**config.mk**
```make
export PLATFORM = sky130hd
export DESIGN_NAME = output_buffer_ctrl_flat
export DESIGN_NICKNAME = d
export VERILOG_FILES = /design/src/rtl/output_buffer_ctrl_if.sv /design/src/rtl/output_buffer_ctrl.sv /design/src/flat_wrapper.sv
export SDC_FILE = /design/constraint.sdc
export NUM_CORES = 1
export LEC_CHECK = 0
export CORE_MARGIN = 4
export CORE_UTILIZATION = 56
export DETAILED_ROUTE_END_ITERATION = 7
export PLACE_DENSITY_LB_ADDON = 0.05
export SYNTH_ARGS = -nofsm -noshare
export SYNTH_HDL_FRONTEND = slang
export SYNTH_SLANG_ARGS = --single-unit
```
**constraint.sdc**
```tcl
create_clock -name clk -period 4 [get_ports clk]
set_input_delay 0.4 -clock clk [delete_from_list [all_inputs] [get_ports clk]]
set_output_delay 0.4 -clock clk [all_outputs]
set_load 0.02 [all_outputs]
```
**src/rtl/output_buffer_ctrl_if.sv**
```systemverilog
// Control bundle between the layer sequencer and the output buffer controller:
// pass requests and MAC strobes in, buffer strobes and status out.
interface output_buffer_ctrl_if;
    logic       start;
    logic       abort;
    logic [3:0] CS;
    logic [9:0] acc_len;
    logic       result_33_vld;
    logic       output_buffer_initial;
    logic       en;
    logic       store_en;
    logic       sum_en;
    logic [4:0] init_times;
    logic [3:0] cs_o;
    logic       busy;
    logic       done;

    modport master (
        output start, abort, CS, acc_len, result_33_vld,
        input  output_buffer_initial, en, store_en, sum_en, init_times, cs_o, busy, done
    );

    modport slave (
        input  start, abort, CS, acc_len, result_33_vld,
        output output_buffer_initial, en, store_en, sum_en, init_times, cs_o, busy, done
    );
endinterface

```
**src/rtl/output_buffer_ctrl.sv**
```systemverilog
// Sequences one output-buffer pass per start: bias init, a settling gap,
// accumulation over the MAC result beats, optional FC sum-down, then done.
module output_buffer_ctrl #(
    parameter int         FC_INIT_BEATS = 28,
    parameter int         SUM_BEATS     = 11,
    parameter logic [3:0] SCONV_1       = 4'h1,
    parameter logic [3:0] SCONV_2       = 4'h2,
    parameter logic [3:0] SFC_1         = 4'h4,
    parameter logic [3:0] SFC_2         = 4'h8
) (
    input  logic                       clk,
    input  logic                       rst_n,
    output_buffer_ctrl_if.slave        bus
);
    localparam int SW = $clog2(SUM_BEATS + 1);

    typedef enum logic [2:0] {IDLE, INIT, GAP, ACC, SUM, DONE} state_t;

    state_t        state, state_n;
    logic [4:0]    init_cnt, init_n;
    logic [9:0]    beat_cnt, beat_n;
    logic [SW-1:0] sum_cnt, sum_n;
    logic [9:0]    len_q, len_n;
    logic [3:0]    cs_n;
    logic          fc_q, fc_n;
    logic          legal, is_fc;

    assign is_fc = (bus.CS == SFC_1) || (bus.CS == SFC_2);
    assign legal = is_fc || (bus.CS == SCONV_1) || (bus.CS == SCONV_2);

    always_comb begin
        state_n = state;
        init_n  = init_cnt;
        beat_n  = beat_cnt;
        sum_n   = sum_cnt;
        len_n   = len_q;
        cs_n    = bus.cs_o;
        fc_n    = fc_q;
        case (state)
            IDLE: begin
                if (bus.start && legal) begin
                    state_n = INIT;
                    cs_n    = bus.CS;
                    len_n   = bus.acc_len;
                    fc_n    = is_fc;
                    init_n  = '0;
                end
            end
            INIT: begin
                if (fc_q && (init_cnt != 5'(FC_INIT_BEATS - 1))) begin
                    init_n = init_cnt + 5'd1;
                end else begin
                    init_n  = '0;
                    state_n = GAP;
                end
            end
            GAP: begin
                beat_n = '0;
                sum_n  = '0;
                if (len_q != 10'd0) state_n = ACC;
                else if (fc_q)      state_n = SUM;
                else                state_n = DONE;
            end
            ACC: begin
                if (bus.result_33_vld) begin
                    if (beat_cnt == len_q - 10'd1) begin
                        beat_n  = '0;
                        state_n = fc_q ? SUM : DONE;
                    end else begin
                        beat_n = beat_cnt + 10'd1;
                    end
                end
            end
            SUM: begin
                if (sum_cnt == SW'(SUM_BEATS - 1)) begin
                    sum_n   = '0;
                    state_n = DONE;
                end else begin
                    sum_n = sum_cnt + 1'b1;
                end
            end
            DONE:    state_n = IDLE;
            default: state_n = IDLE;
        endcase
        // Abort overrides whatever the pass was about to do
        if (bus.abort && (state != IDLE)) begin
            state_n = IDLE;
            init_n  = '0;
            beat_n  = '0;
            sum_n   = '0;
        end
    end

    // Outputs are registered from the next-state values so they line up with the state they describe
    always_ff @(posedge clk or negedge rst_n) begin
        if (!rst_n) begin
            state                     <= IDLE;
            init_cnt                  <= '0;
            beat_cnt                  <= '0;
            sum_cnt                   <= '0;
            len_q                     <= '0;
            fc_q                      <= 1'b0;
            bus.cs_o                  <= '0;
            bus.init_times            <= '0;
            bus.output_buffer_initial <= 1'b0;
            bus.en                    <= 1'b0;
            bus.store_en              <= 1'b0;
            bus.sum_en                <= 1'b0;
            bus.busy                  <= 1'b0;
            bus.done                  <= 1'b0;
        end else begin
            state                     <= state_n;
            init_cnt                  <= init_n;
            beat_cnt                  <= beat_n;
            sum_cnt                   <= sum_n;
            len_q                     <= len_n;
            fc_q                      <= fc_n;
            bus.cs_o                  <= cs_n;
            bus.init_times            <= (state_n == INIT) ? init_n : 5'd0;
            bus.output_buffer_initial <= (state_n == INIT);
            bus.en                    <= (state_n == ACC);
            bus.store_en              <= (state_n == ACC) && !fc_n && (beat_n == len_n - 10'd1);
            bus.sum_en                <= (state_n == SUM);
            bus.busy                  <= (state_n != IDLE);
            bus.done                  <= (state_n == DONE);
        end
    end
endmodule

```
**src/flat_wrapper.sv**
```systemverilog
// flat-port wrapper written by rule: the top's interface ports become plain ports
module output_buffer_ctrl_flat 
#(
    parameter int         FC_INIT_BEATS = 28,
    parameter int         SUM_BEATS     = 11,
    parameter logic [3:0] SCONV_1       = 4'h1,
    parameter logic [3:0] SCONV_2       = 4'h2,
    parameter logic [3:0] SFC_1         = 4'h4,
    parameter logic [3:0] SFC_2         = 4'h8
)
  (clk, rst_n, bus_start, bus_abort, bus_CS, bus_acc_len, bus_result_33_vld, bus_output_buffer_initial, bus_en, bus_store_en, bus_sum_en, bus_init_times, bus_cs_o, bus_busy, bus_done);
  output_buffer_ctrl_if bus_i ();
  input  logic clk;
  input  logic rst_n;
  input wire logic [$bits(bus_i.start)-1:0] bus_start;
  input wire logic [$bits(bus_i.abort)-1:0] bus_abort;
  input wire logic [$bits(bus_i.CS)-1:0] bus_CS;
  input wire logic [$bits(bus_i.acc_len)-1:0] bus_acc_len;
  input wire logic [$bits(bus_i.result_33_vld)-1:0] bus_result_33_vld;
  output wire logic [$bits(bus_i.output_buffer_initial)-1:0] bus_output_buffer_initial;
  output wire logic [$bits(bus_i.en)-1:0] bus_en;
  output wire logic [$bits(bus_i.store_en)-1:0] bus_store_en;
  output wire logic [$bits(bus_i.sum_en)-1:0] bus_sum_en;
  output wire logic [$bits(bus_i.init_times)-1:0] bus_init_times;
  output wire logic [$bits(bus_i.cs_o)-1:0] bus_cs_o;
  output wire logic [$bits(bus_i.busy)-1:0] bus_busy;
  output wire logic [$bits(bus_i.done)-1:0] bus_done;
  assign bus_i.start = bus_start;
  assign bus_i.abort = bus_abort;
  assign bus_i.CS = bus_CS;
  assign bus_i.acc_len = bus_acc_len;
  assign bus_i.result_33_vld = bus_result_33_vld;
  assign bus_output_buffer_initial = bus_i.output_buffer_initial;
  assign bus_en = bus_i.en;
  assign bus_store_en = bus_i.store_en;
  assign bus_sum_en = bus_i.sum_en;
  assign bus_init_times = bus_i.init_times;
  assign bus_cs_o = bus_i.cs_o;
  assign bus_busy = bus_i.busy;
  assign bus_done = bus_i.done;
  output_buffer_ctrl #(.FC_INIT_BEATS(FC_INIT_BEATS), .SUM_BEATS(SUM_BEATS), .SCONV_1(SCONV_1), .SCONV_2(SCONV_2), .SFC_1(SFC_1), .SFC_2(SFC_2)) u_core (.clk(clk), .rst_n(rst_n), .bus(bus_i));
endmodule
```
==> Word-level counts from Yosys, hierarchy flattened <==
Index checks and enable logic that the tools add are counted.
{ "totals": {"reg_bits": 48} }
{ "op_classes": {"n_addsub": 5, "n_eq_ne": 16, "n_mux": 25, "n_reduce_logical": 15} }
{ "ops": {"columns": ["cell", "n"], "rows": [
  ["10-bit two-way mux", 5],
  ["3-bit two-way mux", 7],
  ["10-bit equality test", 2],
  ["5-bit two-way mux", 4],
  ["10-bit one-hot mux with 2 select lines", 1],
  ["10-bit by 1-bit subtractor with 10-bit output, second input constant", 2],
  ["3-bit one-hot mux with 5 select lines", 1],
  ["10-bit by 1-bit adder with 10-bit output, second input constant", 1],
  ["5-bit one-hot mux with 2 select lines", 1],
  ["10-bit nonzero test", 1],
  ["3-bit by 2-bit equality test with 1-bit output, second input constant", 3],
  ["3-bit equality test, second input constant", 3],
  ["3-bit nonzero test", 3],
  ["4-bit equality test, second input constant", 2],
  ["4-bit two-way mux", 2],
  ["4-bit one-hot mux with 2 select lines", 1],
  ["3-bit by 1-bit equality test with 1-bit output, second input constant", 2],
  ["5-bit by 1-bit adder with 5-bit output, second input constant", 1],
  ["1-bit logical AND", 5],
  ["5-bit != test, second input constant", 1],
  ["4-bit by 1-bit adder with 4-bit output, second input constant", 1],
  ["4-bit by 1-bit equality test with 1-bit output, second input constant", 1],
  ["4-bit by 2-bit equality test with 1-bit output, second input constant", 1],
  ["4-bit by 3-bit equality test with 1-bit output, second input constant", 1],
  ["5 further kinds", 9]
]} }

==> Logic depth before layout (Yosys ltp) <==
Gate-level depths: netlist of run 1.
{ "logic_depth": {"depth_word": 11, "ltp_mapped": 17} }

==> Worst setup path after synthesis of run 1 <==
No wires, ideal clock.
{ "synth_path": {"path_type": "input port to flip-flop", "from": "in bus_CS[0]", "to": "reg u_core.bus.store_en", "t_arrival_ns": 3.518, "t_required_ns": 3.932, "path_slack_ns": 0.414, "stages": 15, "n_path_buf": 4, "path_cell_list": "nor4b_1 a211oi_1 nor3b_2 buf_4 buf_2 buf_1 mux2i_1 ha_1 clkbuf_1 nand2_1 xor2_1 mux2i_1 a221o_1 a2111oi_2 and4b_1"} }
{ "synth_via": {"elab_chain_len": 11, "elab_cells_between_ends": 21, "classes_between": "add/sub: 1; eq/ne: 6; mux: 7; reduce/logical: 7"} }
{ "synth_rtl": {"columns": ["element", "line", "rtl"], "rows": [
  ["start, declared", "flat_wrapper.sv:17", "input wire logic [$bits(bus_i.CS)-1:0] bus_CS;"],
  ["parallel branches: the longest is 10 deep, another holds 10-bit by 1-bit subtractor with 10-bit output", null, null],
  ["1-bit logical AND (*)", "output_buffer_ctrl.sv:122", "bus.store_en <= (state_n == ACC) && !fc_n && (beat_n == len_n - 10'd1);"],
  ["end signal, assigned", "output_buffer_ctrl.sv:122", null],
  ["end, declared", "output_buffer_ctrl_if.sv:25", "output output_buffer_initial, en, store_en, sum_en, init_times, cs_o, busy, done"]
]} }
Mark *: on every way between the ends.
A chain may end at the register's enable or synchronous reset.

==> Final worst setup path of run 1 <==
{ "layout_path": {"from": "in bus_CS[2]", "to": "reg u_core.bus.store_en"} }
The elaborated chain is that of the path after synthesis.

==> results of run 1 <==
## placed cells by master (no fill, tap or decap), types with 7 or more instances in the layout
cell type	count
mux2i_1	11
xnor2_1	12
nand3_1	10
inv_1	13
mux2_2	11
dfrtp_1	48
and3_1	7
nand2_1	28
nor3_1	13
clkdlybuf4s50_1	32
nor2b_1	7
o21ai_0	15
nor2_1	32
xor2_1	25
## metrics by stage
| step | utilization | setup slack (ps) | power (µW) |
|---|---|---|---|
| final | 0.663 | 452 | 2070 |
| after global routing | 0.663 | 126 | 2220 |
| after CTS | 0.663 | 456 | 2080 |
| after detailed placement | 0.647 | 151 | 1770 |
| after global placement | 0.647 | 432 | 1750 |
| after floorplan | - | 414 | 1500 |
## power by group through the flow
stage	Combinational, µW	Clock [µW]	Sequential [µW]
global placement	979	0	771
floorplan	786	0	713
detailed placement	998	0	775
CTS	1000	309	765
global route	1100	333	791
finish	1010	298	767
## routing by layer
| layer | global-route usage | part of all wire | vias to the layer above | wire length [µm] |
|---|---|---|---|---|
| li1 | - | - | 1289 | - |
| met1 | 0.276 | 0.42 | 1237 | 3110 |
| met2 | 0.375 | 0.52 | 52 | 3840 |
| met3 | 0.0464 | 0.045 | 17 | 332 |
| met4 | 0.0819 | 0.021 | 0 | 155 |
| met5 | 0 | 0 | - | 0 |
## sequential cells by signal (all words and copies together), names as in the netlist, 3 cells and up
register               cells
u_core.bus.init_times      5
u_core.state               3
u_core.sum_cnt             4
u_core.beat_cnt           10
u_core.bus.cs_o            4
u_core.len_q              10
u_core.init_cnt            5
## cells by family after synthesis
logic type | count (synthesis)
multiplexers | 22
AND/OR/NAND/NOR | 145
adder cells (fa/ha/maj) | 7
flip-flops | 48
AO/OA/AOI/OAI | 56
buffers and inverters | 30
XOR/XNOR | 37
## worst max-delay path by stage
stage,depth (start not counted),slack (ps),to,from
after floorplan,15,410,u_core.bus.store_en,bus_CS[0]
after global placement,12,430,u_core.bus.store_en,bus_CS[0]
after detailed placement,12,150,u_core.bus.store_en,bus_CS[2]
after CTS,12,460,u_core.bus.store_en,bus_CS[2]
after global routing,13,130,u_core.bus.store_en,bus_CS[1]
final,13,450,u_core.bus.store_en,bus_CS[2]
## worst max-delay path, stage by stage
cell and delay [ps]:
clkdlybuf4s50_1 550, nor4b_1 300, a211oi_1 150, nor3b_4 330, mux2i_1 330, ha_1 350, nand2_1 110, xor2_1 160
mux2i_1 300, o22a_1 200, mux2i_1 80, a2111oi_2 300, and4b_1 230
## final cells by class
class	instances	area [µm²]	area share
Sequential cell	48	1200	0.325
Inverter	13	48.8	0.0132
Clock inverter	3	21.3	0.00576
Tap cell	72	90.1	0.0244
Clock buffer	5	68.8	0.0186
Multi-Input combinational cell	267	1910	0.517
Timing Repair Buffer	37	355	0.0962
==> impl_results.md, run 1 <==
* EDFF count, synth at 0
* DRT Wirelength at 7.43 mm
* Worst Path Arrival at 3800 ps
* Count leader, synth: dfrtp_1
* RSZ-0062 raised after global routing: no
* CTS Sinks at 48
* CP max FO at 7
* Peak VDD IR at 0.000277 V
* Sw Share at 0.442
* Average size of a mapped cell at 9.39 µm²
* Top cells by count, synth: dfrtp_1, nor2_1, nand2_1
* Mux contribution to synthesized area at 0.0722
* Compound-Gate Fraction of Synth Area at 0.143
* DRT iter0 DRCs at 133
* First-pass GRT wire length at 12.8 mm
* Distinct cells, synth at 65
* Worst setup SP type: input pin
* Placed Cells at 437
* Minimum clock period at 3550 ps
* Vias in the first global route at 2659
* 1st-pass router iterations at 4
* Setup TNS at 0 ps
* Power share of the combinational group at 0.486
* Largest family of logic cells by synthesized area: simple AND/OR/NAND/NOR gates
* Post-CTS Setup Bufs at 0
* Drt drc at 0
* Pleak at 0.00154 µW
* Synth Warn # at 0
* Proportion of power drawn by the clock network at 0.144
* Nets at 397
* Non-filler cells, final at 445
* IO Port Bufs at 33
* Worst-Skew Late Latency at 310 ps
* H-Tree Level Count at 2
* Count of state elements after synthesis at 48
* Row count at 27
* Number of cells produced by synthesis at 345
* DIE HEIGHT at 84.1 µm
* Initial antenna violation count at 0
* Worst hold slack at 184 ps
* Simple-gate share of the synthesized area at 0.246
* Routed len/inst at 16.7 µm
* Synth area leader: dfrtp_1
* Tcrit/Tclk final at 0.887
* Global route overflow at 0
* Internal at 1160 µW
* Sequential area share after synthesis at 0.371
* CTS clk-pin slew, worst paths at 100 ps
* Register share of total power at 0.370
* CTS tree: done
* Starting Density at 0.581
* Yosys top cell area share at 0.371
* Vias/cell at 5.83
* Dominant cells by area after synthesis: dfrtp_1, xor2_1, mux2_2
* Via count at 2595
* Post-cts resize count at 0
* Ant. Diodes at 0
* Largest net degree at the start of global routing at 49
* FMAX at 0.282 GHz
* FFs w/ async S/R, synth at 1.00
* Crit. End Element: flop
* Psw at 916 µW
* GRT Overall Usage at 0.222
* CTS max path bufs at 2
* Synth-to-layout area growth at 14.0%
* Placement-stage cell area at 0.00360 mm²
* Dominant synthesized flop cell: dfrtp_1
* Core Footprint at 0.00557 mm²
* Setup-failing EPs final at 0
* Slew @ Worst Pin at 613 ps
* CTS hold repair buffers at 0
* Worst r2r dst: u_core.bus.store_en
* Slew HR at 0.591
* CTS root buf: clkbuf_8
* Share of cells above drive strength 1 at 0.121
* Final ANT Viol Nets at 0
* Critical Path RT at 4250 ps
* Final slew viol count at 0
* Synth Area in XOR/XNOR at 0.100
* Width of the die at 84.1 µm
* Dpl hpwl at 5.65 mm
* Status: finished, final reports clean
* Worst r2r src: u_core.state[2]
* FF-to-FF path depth at 12
* # fillers at 470
* R2r setup slk at 620 ps
* Mapped Nets at 370
* Post-synthesis adder-cell area fraction at 0.0263
* Syn Std Cell Area at 0.00324 mm²
* Design area at 0.00369 mm²
* Critical path class: input pin to flop
* Full die area at 0.00707 mm²
* Final hold viol count at 0
* Hold Path Class: input pin to asynchronous set/reset pin
* Routability cong. at 0.909
* Max Cap Violations at 0
* # IOs at 34
* Clock Skews at 14.4 ps
* Power per Cell Area at 561 mW/mm²
* TritonCTS buffer count at 5
(Power assumes the default switching activity.)
==> inputs of run 2 (changes only) <==
--- a/config.mk
+++ b/config.mk
@@ -6,9 +6,10 @@
 export NUM_CORES = 1
 export LEC_CHECK = 0
 export CORE_MARGIN = 4
-export CORE_UTILIZATION = 56
+export CORE_UTILIZATION = 52
 export DETAILED_ROUTE_END_ITERATION = 7
 export PLACE_DENSITY_LB_ADDON = 0.05
+export SKIP_CTS_REPAIR_TIMING = 1
 export SYNTH_ARGS = -nofsm -noshare
 export SYNTH_HDL_FRONTEND = slang
 export SYNTH_SLANG_ARGS = --single-unit
==> constraint.sdc (replaced) <==
create_clock -name clk -period 3.1 [get_ports clk]
set_input_delay 0.31 -clock clk [delete_from_list [all_inputs] [get_ports clk]]
set_output_delay 0.31 -clock clk [all_outputs]
set_load 0.02 [all_outputs]
==> run 2 against run 1 <==
Effect of this change:
- via count grew 2.7%
- count of clock-buffer cells in the layout unchanged
- setup slack worse by 270 ps
- clock power up 60%
- die area rose by 6.9%
==> impl_results.md, run 2 (synthesized netlist as in run 1, its figures left out) <==
* Setup WS pre-CTS at -496 ps
* Crit-path cells: nor2_4 > nand2_2 > nor3b_4 > mux2i_2 > ha_4 > buf_4 > nand2_1 > xor2_1 > mux2i_2 > a221o_1 > a2111oi_4 > and4b_1
* CTS max path bufs at 2
* Via count at 2665
* IO Port Bufs at 33
* Vias in the first global route at 2625
* Setup-failing EPs final at 0
* Hold Path Class: input pin to asynchronous set/reset pin
* Minimum clock period at 2910 ps
* Slowest library cell on the worst path: dfrtp_1
* Worst-Skew Late Latency at 310 ps
* Dpl hpwl at 5.81 mm
* Most frequent cells in the layout: dfrtp_1, nor2_1, clkdlybuf4s50_1
* Clock Skews at 11.6 ps
* Register Area at 0.00120 mm²
* Status: finished, final reports clean
* Vias/cell at 5.72
* Critical path's most frequent cell: mux2i_2
* TritonCTS buffer count at 5
* Final slew viol count at 0
* CTS root buf: clkbuf_8
* Final ANT Viol Nets at 0
* Area of the multi-input gates at 0.00198 mm²
* Drt drc at 0
* Full die area at 0.00756 mm²
* Pleak at 0.00169 µW
* DRT iter0 DRCs at 109
* Routability cong. at 0.838
* Worst setup SP type: flop
* Share of cells above drive strength 1 at 0.179
* Largest net degree at the start of global routing at 49
* DIE HEIGHT at 86.9 µm
* Tcrit/Tclk final at 0.940
* Core Footprint at 0.00599 mm²
* Crit. End Element: flop
* Worst Path Arrival at 3170 ps
* Tot Pwr at 2960 µW
* Slew @ Worst Pin at 1080 ps
* Ant. Diodes at 0
* Final hold viol count at 0
* Max Cap Violations at 0
* Critical path class: flop to flop
* Most common cell after layout, fill and taps aside: dfrtp_1
* Critical Path RT at 3360 ps
* Final worst slack at 186 ps
* Peak VDD IR at 0.000468 V
* Width of the die at 86.9 µm
* Global route overflow at 0
* Starting Density at 0.541
* GRT Overall Usage at 0.209
* Synth-to-layout area growth at 21.6%
* Setup TNS at 0 ps
* CP delay by family, top: simple AND/OR/NAND/NOR gates
* Row count at 28
* RSZ-0062 raised after global routing: no
* Worst Path Buf+Inv at 1
* Routed len/inst at 16.3 µm
* First-pass GRT wire length at 12.4 mm
* DRT Wirelength at 7.59 mm
* CTS tree: done
* CP max FO at 6
* Nets at 415
* FMAX at 0.343 GHz
* # fillers at 510
* H-Tree Level Count at 2
* Max incr delay on CP at 410 ps
* Initial antenna violation count at 0
* CTS Sinks at 48
* Power per Cell Area at 752 mW/mm²
* CTS clk-pin slew, worst paths at 100 ps
* 1st-pass router iterations at 4
* Largest regs: u_core.beat_cnt: 10 flops, u_core.len_q: 10 flops
* Slew HR at 0.280
* # IOs at 34
[run 2: path summary, 6_finish.rpt]
check | from | end | slack [ps] | cells after the start
max | u_core.state[1] | u_core.bus.store_en | 190 | 12
min | rst_n | u_core.bus.store_en | 170 | 1
max reg2reg | u_core.state[1] | u_core.bus.store_en | 190 | 12
min reg2reg | u_core.sum_cnt[3] | u_core.sum_cnt[3] | 500 | 1
max in group asynchronous | rst_n | u_core.bus.cs_o[3] | 2240 | 1
min in group clk | bus_CS[1] | u_core.bus.cs_o[1] | 470 | 3
[run 2: worst register-to-register path: cells and delay by family, from the launching register on]
kind | cells | cell delay, ps
xor+xnor | 1 | 180
compound gates | 2 | 680
mux | 2 | 460
fa+ha+maj | 1 | 210
simple gates | 5 | 820
flops | 1 | 410
buf+inv | 1 | 110
[run 2: final cells by class]
| class | count | share of cell area |
|---|---|---|
| clock buffer | 5 | 0.0175 |
| clock inverter | 3 | 0.0117 |
| inverter | 13 | 0.0124 |
| multi-input combinational | 267 | 0.503 |
| sequential | 48 | 0.305 |
| tap | 75 | 0.0238 |
| timing repair buffer | 55 | 0.127 |
[run 2: metal layers]
layer,part of all wire,vias up,wire length (µm),global-route usage
met5,0,-,0,0
met4,0.023,0,178,0.0708
met3,0.027,14,208,0.0284
met2,0.51,42,3890,0.366
met1,0.44,1299,3310,0.262
li1,-,1310,-,-
[run 2: through the flow]
step	cells	hold WS, ps	utilization	cell area [µm²]
2_1_floorplan	345	14.4	-	3260
3_3_place_gp	455	478	0.622	3730
3_5_place_dp	455	490	0.622	3730
4_1_cts	463	235	0.642	3840
5_1_grt	466	273	0.658	3940
6_report	466	173	0.658	3940
[run 2: report_power, final]
part | leakage, µW | switching, µW | internal, µW | total, µW
Clock | 0.0000548 | 232 | 243 | 476
Combinational | 0.000999 | 798 | 721 | 1520
Sequential | 0.000637 | 211 | 756 | 967
Total | 0.00169 | 1240 | 1720 | 2960
==> edit 1: new RTL, flow settings as in run 2 <==
`SUM_BEATS` is set to 11 in 2 places; all go to 12.
--- a/src/rtl/output_buffer_ctrl.sv
+++ b/src/rtl/output_buffer_ctrl.sv
@@ -4,3 +4,3 @@
     parameter int         FC_INIT_BEATS = 28,
-    parameter int         SUM_BEATS     = 11,
+    parameter int         SUM_BEATS     = 12,
     parameter logic [3:0] SCONV_1       = 4'h1,
--- a/src/flat_wrapper.sv
+++ b/src/flat_wrapper.sv
@@ -4,3 +4,3 @@
     parameter int         FC_INIT_BEATS = 28,
-    parameter int         SUM_BEATS     = 11,
+    parameter int         SUM_BEATS     = 12,
     parameter logic [3:0] SCONV_1       = 4'h1,
Function: no difference found for any inputs over 10 cycles, from zero or initial values and one cycle with rst_n low; that may be too few to reach the edited logic, so the function may still have changed.
==> edit 1 against run 2 <==
Design area decreased by 2.4%; critical path depth grew 2; final cell count unchanged; area after synthesis decreased by 2.0%; setup slack worse by 0.17 ns; routed wire length down 0.12%; clock skew down 0.0072 ns; maximum frequency shrank 5.5%; synthesized cell count decreased by 1.7%; sequential share of layout area grew 0.75 points; sequential cell count unchanged; core utilization is 0.83 points lower; power is 3.6% higher; largest power group unchanged; global-route usage is 1.7 points higher.
==> edit 1: results <==
route:
  first_iter_violations: 106
  dr_wl_met2_um: 3790
  viasPerCell: 5.71
  routed_wl_um: 7580
  wl_met3_um: 199
  drt-met1-wl_um: 3380
pwr:
  peakVddDrop_v: 0.000496
  leakage_nw: 1.63
grt:
  grt.total_usage_pct: 22.6
  grt_pass1_vias: 2787
  grt_pass1_wl_um: 13100
timing:
  fin_hold_ws_ns: 0.216
  fin_skew_ns: 0.00432
  max-slew-margin-rel_pct: 26.1
  fin_ws_ns: 0.0158
synthesis:
  synthTopCellsByCount: "dfrtp_1, nor2_1, nand2_1"
  synth_seq_area_share_pct: 37.8
  netlist_top_cells_area: "dfrtp_1, xor2_1, xnor2_1"
  syn_inst: 339
  synth_nets: 363
  yosysWarnings: 0
finish:
  n_antenna_cell: 0
  drive_above_1_share_pct: 18.9
  fin_nets: 414
  fillCellCount: 529
critical_path:
  crit_fanout: 4
  cp.arrival_ns: 3.33
placement:
  pre_cts_ws_ns: -0.413
  hpwlAfterDp_um: 5780
  place_inst: 456
  dpl_cell_area_sq_mm: 0.00370
  gp_congestion: 0.839
clock_tree:
  cts_max_level: 2
run_status:
  status: "finished, final reports clean"
==> edit 1: changes by cell type after synthesis, sizes merged, moves of 5 or more <==
cell | before | now
a21oi | 5 | 14
o21ai | 16 | 22
xnor2 | 12 | 18
xor2 | 25 | 20
==> edit 1: path summary, 6_finish.rpt <==
path,from,to,cells past startpoint
setup / recovery,u_core.state[0],u_core.bus.store_en,14
hold / removal,rst_n,u_core.sum_cnt[2],1
setup reg to reg,u_core.state[0],u_core.bus.store_en,14
hold reg to reg,u_core.bus.cs_o[3],u_core.bus.cs_o[3],1
max in group asynchronous,rst_n,u_core.bus.cs_o[0],1
min in group clk,bus_CS[1],u_core.bus.cs_o[1],3
==> edit 1: per-stage QoR <==
stage                     util (%)  power (mW)  TNS [ns]
final                         64.9        3.07         0
after global routing          64.9        3.31    -0.193
after CTS                     63.9        3.03   -0.0883
after detailed placement      62.4        2.62    -0.413
after global placement        62.4        2.60    -0.302
after floorplan                  -        2.08    -0.155
==> edit 1: power by group <==
group	leakage (nW)	internal (mW)	switching, mW
clock network	0.0455	0.183	0.213
registers	0.634	0.772	0.168
logic	0.953	0.775	0.958
==> edit 1: layer usage <==
| layer | global-route usage [%] | up-vias |
|---|---|---|
| met5 | 0 | - |
| met4 | 10.8 | 0 |
| met3 | 3.36 | 14 |
| met2 | 38.8 | 43 |
| met1 | 27.5 | 1299 |
| li1 | - | 1307 |
==> edit 1: layout make-up <==
type                            count  area, sq um  area share, %
Clock buffer                        8         90.1           2.34
Timing Repair Buffer               59          534           13.9
Tap cell                           75         93.8           2.44
Inverter                           17         63.8           1.66
Multi-Input combinational cell    259         1860           48.4
Sequential cell                    48         1200           31.2
==> edit 1: critical path: stages, from the launching register on <==
cell	delay, ns
dfrtp_1	0.40
nor3_2	0.17
buf_4	0.15
nand2_4	0.05
a21oi_4	0.19
mux2i_2	0.28
ha_2	0.24
nand3_2	0.06
or3_1	0.31
mux2i_1	0.17
xor2_1	0.24
o22a_1	0.18
o211ai_1	0.08
nor4_1	0.27
o2111a_1	0.22
==> edit 1: logic make-up (layout without fill, tap and decap cells) <==
logic type / Yosys count / in the layout / synth area share, %
simple gates: 129 / 129 / 23.0
compound gates: 65 / 65 / 14.4
flops: 48 / 48 / 37.8
xor+xnor: 38 / 38 / 10.5
buf+inv: 32 / 84 / 4.81
mux: 21 / 21 / 7.21
fa+ha+maj: 6 / 6 / 2.29
==> edit 2: new RTL, config.mk and constraints of run 2 <==
Without the edit above. Re-encode `state_t` (6 states) as one-hot, 6 bits wide.
--- a/src/rtl/output_buffer_ctrl.sv
+++ b/src/rtl/output_buffer_ctrl.sv
@@ -16,3 +16,3 @@
 
-    typedef enum logic [2:0] {IDLE, INIT, GAP, ACC, SUM, DONE} state_t;
+    typedef enum logic [5:0] {IDLE = 6'b000001, INIT = 6'b000010, GAP = 6'b000100, ACC = 6'b001000, SUM = 6'b010000, DONE = 6'b100000} state_t;
 
Check against the original RTL: no difference found for any inputs over 10 cycles, from zero or initial values and one cycle with rst_n low; not proved beyond that.
==> edit 2 against run 2 <==
Area after synthesis is 2.8% higher; via count up 15%; sequential cell count up 3; design area increased by 5.4%; power down 2.5%; routed wire length increased by 15%; largest power group unchanged; count of clock-buffer cells in the layout unchanged; hold slack got worse by 0.13 ns; setup slack got worse by 0.044 ns.
==> edit 2: results <==
run_status:
  status: "finished, final reports clean"
placement:
  hpwlAfterDp_um: 6810
  gp_congestion: 0.933
  pre_cts_ws_ns: -0.254
pwr:
  pg_clk_mw: 0.410
  peakVddDrop_v: 0.000477
  power_switching_mw: 1.23
  powerSeq_mw: 0.940
route:
  routed_wl_um: 8730
  first_iter_violations: 207
  via_count: 3059
  first_pass_iters: 5
finish:
  final_cell_count_no_fill: 521
  fillCellCount: 514
  drive_above_1_share_pct: 16.6
  top_regs: "u_core.beat_cnt (10), u_core.len_q (10), u_core.state (6)"
  fin_nets: 470
critical_path:
  cpPeakStageDelay_ns: 0.56
  cp_top_family: "compound AO/OA/AOI/OAI gates"
  r2r_cells: 9
  regToRegStartpoint: "u_core.len_q[1]"
  crit_fanout: 4
  slowest_stage: "or4_4"
synthesis:
  netlist_top_cells_area: "dfrtp_1, nand2_1, xor2_1"
  synth-xor-area-share_pct: 10.9
  syn_inst: 385
  synth_seq_area_share_pct: 38.3
  synth_compound_area_share_pct: 15.1
  yosysUniqueCellTypes: 61
  synth_fa_ha_area_share_pct: 2.25
  synth_nets: 410
  synthMuxAreaShare_pct: 1.50
grt:
  grt.total_usage_pct: 24.2
  grt_pass1_vias: 3005
  grt_max_degree: 34
  grt_pass1_wl_um: 14500
timing:
  period_minus_slack_ns: 2.96
  worst_pin_slew_ns: 0.727
  fin_skew_ns: 0.00959
==> edit 2: cell count changes after synthesis, moves of 5 or more <==
cell,delta
xnor2_1,+6
nand2_1,+28
mux2_2,-11
mux2i_1,-6
a21oi_1,+5
==> edit 2: how the worst min path moves through the flow <==
stage / slack [ns] / startpoint / depth (start not counted) / end
floorplan: 0.01 / rst_n / 0 / u_core.beat_cnt[0]
global placement: 0.41 / rst_n / 1 / u_core.bus.done
detailed placement: 0.41 / rst_n / 1 / u_core.bus.done
CTS: 0.08 / rst_n / 1 / u_core.bus.done
global route: 0.09 / rst_n / 1 / u_core.bus.init_times[4]
finish: 0.04 / rst_n / 1 / u_core.bus.done
==> edit 2: layout make-up <==
type	instances	share of cell area [%]
flip-flops and latches	51	30.8
well taps	75	2.26
repair buffers	71	14.8
multi-input cells	300	48.4
inverters	16	1.45
clock inverters	3	0.572
clock buffers	5	1.66
==> edit 2: cell families after synthesis <==
kind of cell	after synthesis
AO/OA/AOI/OAI	72
XOR/XNOR	40
buffers and inverters	34
adder cells (fa/ha/maj)	6
multiplexers	5
AND/OR/NAND/NOR	177
flip-flops	51
==> edit 2: per-stage QoR <==
step / cell area, sq um / TNS (ns)
finish: 4150 / 0
global route: 4150 / -0.0937
CTS: 4060 / -0.0415
detailed placement: 3960 / -0.254
global placement: 3960 / 0
floorplan: 3390 / 0
==> edit 2: metal layers <==
layer | GRT usage (%) | vias to the layer above | part of all wire [%]
li1 | - | 1480 | -
met1 | 33.8 | 1455 | 48
met2 | 37.3 | 107 | 44
met3 | 4.52 | 17 | 5.9
met4 | 9.07 | 0 | 2.3
met5 | 0 | - | 0
